--- src/rtl/accel_pkg.sv ---
// Shared types and helpers for the accelerator datapath blocks.
package accel_pkg;

  typedef enum logic [1:0] {IDLE, REQ, DATA, DONE} drain_state_t;

  // A zero length still makes progress, so it is promoted to one beat.
  function automatic int unsigned clamp_burst(input int unsigned len,
                                              input int unsigned max_burst);
    if (len == 0) return 1;
    if (len > max_burst) return max_burst;
    return len;
  endfunction

endpackage

--- src/rtl/fifo_burst_drain.sv ---
// Pops a job's worth of FIFO words and writes them out as address-incrementing bursts.
// Optional FIFO_BURST_DRAIN_STATS_EN adds a FIFO underrun stall counter.
module fifo_burst_drain
  import accel_pkg::*;
#(
  parameter int DATA_WIDTH  = 32,
  parameter int ADDR_WIDTH  = 32,
  parameter int MAX_BURST   = 16,
  parameter int COUNT_WIDTH = 16,
  localparam int LW = $clog2(MAX_BURST + 1)
) (
  input  logic                   clock,
  input  logic                   reset,
  input  logic                   start,
  input  logic [ADDR_WIDTH-1:0]  base_addr,
  input  logic [COUNT_WIDTH-1:0] total_words,
  input  logic [LW-1:0]          burst_len,
  output logic                   busy,
  output logic                   done,
  input  logic [DATA_WIDTH-1:0]  in_data,
  input  logic                   in_valid,
  output logic                   in_ready,
  output logic [ADDR_WIDTH-1:0]  mem_addr,
  output logic [LW-1:0]          mem_len,
  output logic                   mem_req_valid,
  input  logic                   mem_req_ready,
  output logic [DATA_WIDTH-1:0]  mem_wdata,
  output logic                   mem_wvalid,
  input  logic                   mem_wready,
  output logic                   mem_wlast
`ifdef FIFO_BURST_DRAIN_STATS_EN
  ,
  output logic [31:0]            stall_cycles
`endif
);

  localparam int BYTES = DATA_WIDTH / 8;

  drain_state_t           state, next_state;
  logic [ADDR_WIDTH-1:0]  cur_addr;
  logic [COUNT_WIDTH-1:0] remaining;
  logic [LW-1:0]          blen, beat, blen_clamp;
  logic                   xfer, last_beat;

  function automatic logic [LW-1:0] len_for(input logic [COUNT_WIDTH-1:0] rem,
                                            input logic [LW-1:0] b);
    return (rem < COUNT_WIDTH'(b)) ? LW'(rem) : b;
  endfunction

  assign blen_clamp = LW'(clamp_burst(32'(burst_len), 32'(MAX_BURST)));
  assign xfer       = (state == DATA) && in_valid && mem_wready;
  assign last_beat  = (beat == mem_len - LW'(1));
  assign mem_addr   = cur_addr;
  assign mem_wdata  = in_data;

  always_ff @(posedge clock or posedge reset)
    if (reset) state <= IDLE;
    else       state <= next_state;

  always_comb begin
    next_state    = state;
    busy          = 1'b0;
    done          = 1'b0;
    in_ready      = 1'b0;
    mem_req_valid = 1'b0;
    mem_wvalid    = 1'b0;
    mem_wlast     = 1'b0;
    case (state)
      IDLE: if (start) next_state = (total_words == '0) ? DONE : REQ;
      REQ: begin
        busy          = 1'b1;
        mem_req_valid = 1'b1;
        if (mem_req_ready) next_state = DATA;
      end
      DATA: begin
        busy       = 1'b1;
        mem_wvalid = in_valid;
        in_ready   = mem_wready;
        mem_wlast  = last_beat;
        if (xfer && last_beat)
          next_state = (remaining == COUNT_WIDTH'(mem_len)) ? DONE : REQ;
      end
      DONE: begin
        done       = 1'b1;
        next_state = IDLE;
      end
      default: next_state = IDLE;
    endcase
  end

  // mem_len is settled on the way into REQ so it is stable for the whole request.
  always_ff @(posedge clock or posedge reset)
    if (reset) begin
      cur_addr  <= '0;
      remaining <= '0;
      blen      <= '0;
      mem_len   <= '0;
      beat      <= '0;
    end else if (state == IDLE && start) begin
      cur_addr  <= base_addr;
      remaining <= total_words;
      blen      <= blen_clamp;
      mem_len   <= len_for(total_words, blen_clamp);
      beat      <= '0;
    end else if (state == REQ && mem_req_ready) begin
      beat <= '0;
    end else if (xfer) begin
      if (last_beat) begin
        remaining <= remaining - COUNT_WIDTH'(mem_len);
        cur_addr  <= cur_addr + ADDR_WIDTH'(mem_len) * ADDR_WIDTH'(BYTES);
        mem_len   <= len_for(remaining - COUNT_WIDTH'(mem_len), blen);
        beat      <= '0;
      end else begin
        beat <= beat + LW'(1);
      end
    end

`ifdef FIFO_BURST_DRAIN_STATS_EN
  always_ff @(posedge clock or posedge reset)
    if (reset)
      stall_cycles <= '0;
    else if (state == IDLE && start)
      stall_cycles <= '0;
    else if (state == DATA && mem_wready && !in_valid && stall_cycles != '1)
      stall_cycles <= stall_cycles + 32'd1;
`endif

endmodule
--- config.mk ---
export PLATFORM = sky130hd
export DESIGN_NAME = fifo_burst_drain
export DESIGN_NICKNAME = d
export VERILOG_FILES = /design/src/rtl/accel_pkg.sv /design/src/rtl/fifo_burst_drain.sv
export SDC_FILE = /design/constraint.sdc
export NUM_CORES = 1
export LEC_CHECK = 0
export CAP_MARGIN = 20
export CORE_MARGIN = 3
export CORE_UTILIZATION = 40
export CTS_CLUSTER_DIAMETER = 80
export CTS_CLUSTER_SIZE = 40
export DETAILED_ROUTE_END_ITERATION = 8
export PLACE_DENSITY = 0.73
export SETUP_SLACK_MARGIN = 0.4
export SLEW_MARGIN = 20
export SYNTH_ARGS = -nofsm -noshare
export SYNTH_HDL_FRONTEND = slang
export SYNTH_SLANG_ARGS = --single-unit
--- constraint.sdc ---
create_clock -name clock -period 3.4 [get_ports clock]
set_input_delay 0.51 -clock clock [delete_from_list [all_inputs] [get_ports clock]]
set_output_delay 0.51 -clock clock [all_outputs]
set_load 0.03 [all_outputs]
# Yosys cells after proc, flatten, opt, wreduce, memory -nomap -nowiden
# Index checks and enable logic that the tools add are counted.
totals:
  regBits: 65
  inputBits: 91
  out_inout_bits: 75
classes:
  addsub: 4
  order_cmp: 3
  n_eq_ne: 9
  muxes: 37
  reduce_logical: 14
ops:
  columns: ["operator", "count"]
  rows:
  - ["$mux 32", 4]
  - ["$mux 5", 13]
  - ["$mux 16", 4]
  - ["$add 32x7->32", 1]
  - ["$lt 16x5->1", 2]
  - ["$eq 16x5->1", 1]
  - ["$logic_not 16->1", 1]
  - ["$sub 16x5->16", 1]
  - ["$mux 1", 10]
  - ["$mux 2", 5]
  - ["$pmux 2 s4", 1]
  - ["$ne 2x2->1 const B", 3]
  - ["$reduce_and 3->1", 2]
  - ["$add 5x1->5 const B", 1]
  - ["$eq 5x5->1", 1]
  - ["$gt 5x5->1 const B", 1]
  - ["$logic_and 1x1->1", 5]
  - ["$logic_not 5->1", 1]
  - ["$sub 5x1->5 const B", 1]
  - ["$eq 2x2->1 const B", 2]
  - ["$reduce_bool 2->1", 2]
  - ["$reduce_bool 3->1", 1]
  - ["$eq 2x1->1 const B", 1]
  - ["$logic_not 2->1", 1]
  - ["other kinds (2)", 2]

# Longest topological paths before layout
depth:
  depth_word: 8
  depth_mapped: 14
  ltp_nobuf: 14

# Least setup slack after synthesis
# Ideal clock, no wire load.
synth_timing:
  kind: "register to register"
  from: "register mem_len[0]"
  to: "register mem_len[2]"
  setup_time_ns: 0.127
  arrival_time_ns: 3.061
  t_required_ns: 3.273
  path_slack_ns: 0.212
  stages_incl_launch_ff: 14
  path_buffers: 0
  period_less_slack_ns: 3.188
  cell_sequence: "dfrtp_1 > ha_1 > inv_1 > fa_1 > a21o_1 > a211oi_1 > nor2_1 > ha_1 > o21ai_0 > a21o_1 > o211ai_1 > a2111oi_4 > mux2i_1 > o21ai_1"
synth_between:
  elab_chain_len: 7
  word_cells_on_any_way: 11
synth_lines:
  columns: ["element", "line_no", "text"]
  rows:
  - ["start: declaration", "fifo_burst_drain.sv:24", "output logic [LW-1:0] mem_len,"]
  - ["start signal: assignment", "fifo_burst_drain.sv:103", "mem_len <= len_for(total_words, blen_clamp);"]
  - ["start signal: assignment", "fifo_burst_drain.sv:111", "mem_len <= len_for(remaining - COUNT_WIDTH'(mem_len), blen);"]
  - ["$sub 16x5->16", "fifo_burst_drain.sv:111", null]
  - ["$lt 16x5->1", "fifo_burst_drain.sv:47", "return (rem < COUNT_WIDTH'(b)) ? LW'(rem) : b;"]
  - ["$mux 5", "fifo_burst_drain.sv:47", null]
  - ["$mux 5", "fifo_burst_drain.sv:108", "if (last_beat) begin"]
  - ["$mux 5", "fifo_burst_drain.sv:107", "end else if (xfer) begin"]
  - ["$mux 5", "fifo_burst_drain.sv:105", "end else if (state == REQ && mem_req_ready) begin"]
  - ["$mux 5", "fifo_burst_drain.sv:99", "end else if (state == IDLE && start) begin"]
# Several ways; a longest one is shown, not always the timed one. The select of a mux whose other input is x is not followed.
# A chain may end at the register's enable or synchronous reset.

# Final worst setup path
layout_timing:
  from: "register remaining[0]"
  to: "register mem_len[2]"
layout_between:
  elab_chain_len: 7
layout_lines:
  columns: ["element", "line_no", "text"]
  rows:
  - ["start: declaration", "fifo_burst_drain.sv:41", "logic [COUNT_WIDTH-1:0] remaining;"]
  - ["start signal: assignment", "fifo_burst_drain.sv:101", "remaining <= total_words;"]
  - ["start signal: assignment", "fifo_burst_drain.sv:109", "remaining <= remaining - COUNT_WIDTH'(mem_len);"]
  - ["$sub 16x5->16 *", "fifo_burst_drain.sv:111", null]
  - ["$lt 16x5->1", "fifo_burst_drain.sv:47", null]
  - ["$mux 5 *", "fifo_burst_drain.sv:47", null]
  - ["$mux 5 *", "fifo_burst_drain.sv:108", null]
  - ["$mux 5 *", "fifo_burst_drain.sv:107", null]
  - ["$mux 5 *", "fifo_burst_drain.sv:105", null]
  - ["$mux 5 *", "fifo_burst_drain.sv:99", null]
# Every way passes the cells marked *; elsewhere a longest branch is shown, timed or not. The select of a mux whose other input is x is not followed.

==> impl_metrics.tcl <==
set metrics [dict create \
    hold_viol 0 \
    crit_path_start_kind "register" \
    synth_most_common_cell "nand2_1" \
    synthArstFlopShare_pct 100 \
    portBuffers 101 \
    via_per_inst 5.30 \
    placementRows 38 \
    worstRegToRegCells 15 \
    holdCritStartpoint "mem_addr[0]" \
    p_per_area_mw_per_mm2 941 \
    num_antenna_cells 0 \
    min_path_cells 2 \
    drive_gt1_share_pct 9.76 \
    netlist_area_mm2 0.00453 \
    synth_cells 535 \
    min_path_type "reg2reg" \
    fin_crit_ns 3.03 \
    power.share.clock_pct 16.8 \
    cp_slowest_stage_delay_ns 0.41 \
    crit_buf_inv 3 \
    synth_seq_area_share_pct 35.9 \
    antenna_left 0 \
    hpwl_mm 8.79 \
    synth_xor_area_share_pct 8.32 \
    critPathArrivalTime_ns 3.23 \
    tightest_slew_ns 0.678 \
    synth_compound_area_share_pct 16.0 \
    path_clk_slew_ns 0.06 \
    cts_buffer_depth 2 \
    fp.coreArea_mm2 0.0109 \
    regToRegStartpoint "remaining[0]" \
    p_comb_share_pct 55.7 \
    drtIter0Drc 151 \
    drv_slew 0 \
    cts_root_buf "clkbuf_16" \
    synth_top_cell_area_share_pct 35.9 \
    via_count 4002 \
    maxSlewHeadroom_pct 54.7 \
    grt_max_degree 66 \
    rsz0062_at_grt "true" \
    fin_setup_tns_ns 0 \
    syn2layout_area_growth_pct 29.1 \
    num_io_pins 166 \
    max_freq_mhz 330 \
    critPathKind "reg2reg" \
    status "complete, no violations" \
    grt_pass1_vias 4020 \
    vdd_ir_drop_max_v 0.000466 \
    synth_top_family_by_area "simple AND/OR/NAND/NOR gates" \
    yosys_most_used_dff "dfrtp_1" \
    initial_utilization_pct 41.4 \
    die_h_um 112 \
    yosys.area_share.simple_pct 20.8 \
    critPathMaxFanout 6 \
    dr.pass1.iters 4 \
    wl_per_cell_um 15.9 \
    overflow 0 \
    drc 0 \
    yosys.area.top_type "dfrtp_1" \
    fin_skew_ns 0.00603 \
    fin_crit_sh_pct 89.1 \
    wl_mm 12.0 \
    yosys_warnings 0 \
    syn_avg_cell_area_um2 8.46 \
    ys_top_cells_by_count "83 x nand2_1, 67 x o21ai_0, 65 x dfrtp_1, 35 x nor2_1, 32 x buf_4" \
    dp_slack_ns 0.194 \
    synthMuxAreaShare_pct 2.43 \
    synth-adder-area-share_pct 7.79 \
    cts_tree "yes" \
    min_to "mem_addr[0]" \
    grt_pass1_wl_mm 19.6 \
    antenna_found_initial 0 \
    place_congestion 0.893 \
    htreeDepth 3 \
    holdBufCountCts 0 \
    clock_sinks 65 \
    swShare_pct 45.2 \
    path_cells "inv_1, ha_2, inv_2, fa_2, a21o_1, a211oi_2, nor2_2, ha_1, o21ai_1, a21o_1, o211ai_1, a2111oi_4, buf_6, mux2i_1, o21ai_1" \
    p_leak_nw 2.33 \
    dieArea_mm2 0.0126 \
    syn-num-nets 653 \
    pwr-share-seq_pct 27.5 \
    internal-power_mw 3.01 \
    synth.distinct_cells 57 \
    critPathSlowestCell "fa_2" \
    r2r_slack_ns 0.37 \
    setup_viol 0 \
    cp.required_ns 3.60 \
    synth_edf_count 0 \
    cp_top_family "compound AO/OA/AOI/OAI gates" \
    ys_ff_latch 65 \
    r2r_end "mem_len[2]" \
    power_switching_mw 2.49 \
    end_kind "register" \
    fin_nets 728 \
    numCtsBuffers 9 \
    grtUsageTotal_pct 18.9 \
    clock_latency_ns 0.33 \
    cap_viol_max_count 0 \
    die_x_um 112 \
    yosys-top-cells-area "dfrtp_1 36%, o21ai_0 7.4%, ha_1 6.9%" \
    fillers 995 \
    worst_slack_ns 0.369 \
]
sequential cells by signal, summed over array words and instances, names as in the netlist:
name,flops
mem_addr,32
remaining,16
beat,5
blen,5
mem_len,5
state,2
power by group through the flow:
stage	sequential, mW	combinational (mW)	clock [mW]
2_1_floorplan	1.84	1.62	0
3_3_place_gp	1.50	2.79	0
3_5_place_dp	1.52	2.89	0
4_1_cts	1.51	3.00	0.940
5_1_grt	1.56	3.34	0.977
6_report	1.51	3.06	0.926
metal layers:
layer | wire [µm] | global-route usage [%] | part of all wire (%)
met1 | 5190 | 23.7 | 43
met2 | 5810 | 32.5 | 48
met3 | 789 | 4.10 | 6.6
met4 | 208 | 6.25 | 1.7
met5 | 0 | 0 | 0
final cells by class:
class	count	area, µm²	share of cell area (%)
Tap cell	140	175	3.00
Timing Repair Buffer	114	1110	19.0
Inverter	23	86.3	1.48
Clock inverter	7	71.3	1.22
Multi-Input combinational cell	397	2540	43.5
Clock buffer	9	225	3.85
Sequential cell	65	1630	27.9
cell families (layout without fill, tap and decap cells):
group                      after synthesis  count (layout)
xor gates and xnor gates                43              43
muxes                                   11              11
adders and majority gates               27              27
AOI/OAI and AO/OA                      120             120
buffers and inverters                   73             153
and+or+nand+nor                        196             196
DFF                                     65              65
through the flow:
step | hold WS [ns] | instance area, µm² | utilization (%) | cells | total power, mW
6_report | 0.484 | 5840 | 53.4 | 755 | 5.50
5_1_grt | 0.515 | 5840 | 53.4 | 755 | 5.88
4_1_cts | 0.492 | 5820 | 53.2 | 753 | 5.45
3_5_place_dp | 0.476 | 5480 | 50.1 | 735 | 4.40
3_3_place_gp | 0.463 | 5480 | 50.1 | 735 | 4.30
2_1_floorplan | 0.466 | 4530 | - | 535 | 3.46
layout by cell type, fill, tap and decap left out, types with 17 or more instances in the layout:
cell	count
ha_1	24
nand2_1	83
dfrtp_1	61
nor3_1	19
clkdlybuf4s50_1	100
inv_1	20
nor2_1	33
o21ai_0	66
xnor2_1	26
xor2_1	17
how the worst max path moves through the flow:
stage / startpoint / end / slack (ns) / cells after the start
floorplan: mem_len[0] / mem_len[2] / 0.41 / 11
CTS: remaining[0] / mem_len[2] / 0.39 / 15
detailed placement: mem_len[2] / mem_len[2] / 0.19 / 12
global route: remaining[0] / mem_len[2] / 0.24 / 15
global placement: mem_len[0] / mem_len[1] / 0.35 / 13
finish: remaining[0] / mem_len[2] / 0.37 / 15
timing repair:
item,4_1_cts,5_1_grt
resized for setup,12,7
pin swaps,2,7
setup buffers,2,2
endpoints found under the setup margin,6,8
tightest hold or removal path, delay by kind of cell, from the launching register on:
family,cells,cell delay (ns)
and+or+nand+nor,2,0.11
DFF,1,0.34
Note: power is estimated with default switching activity, not from simulation.
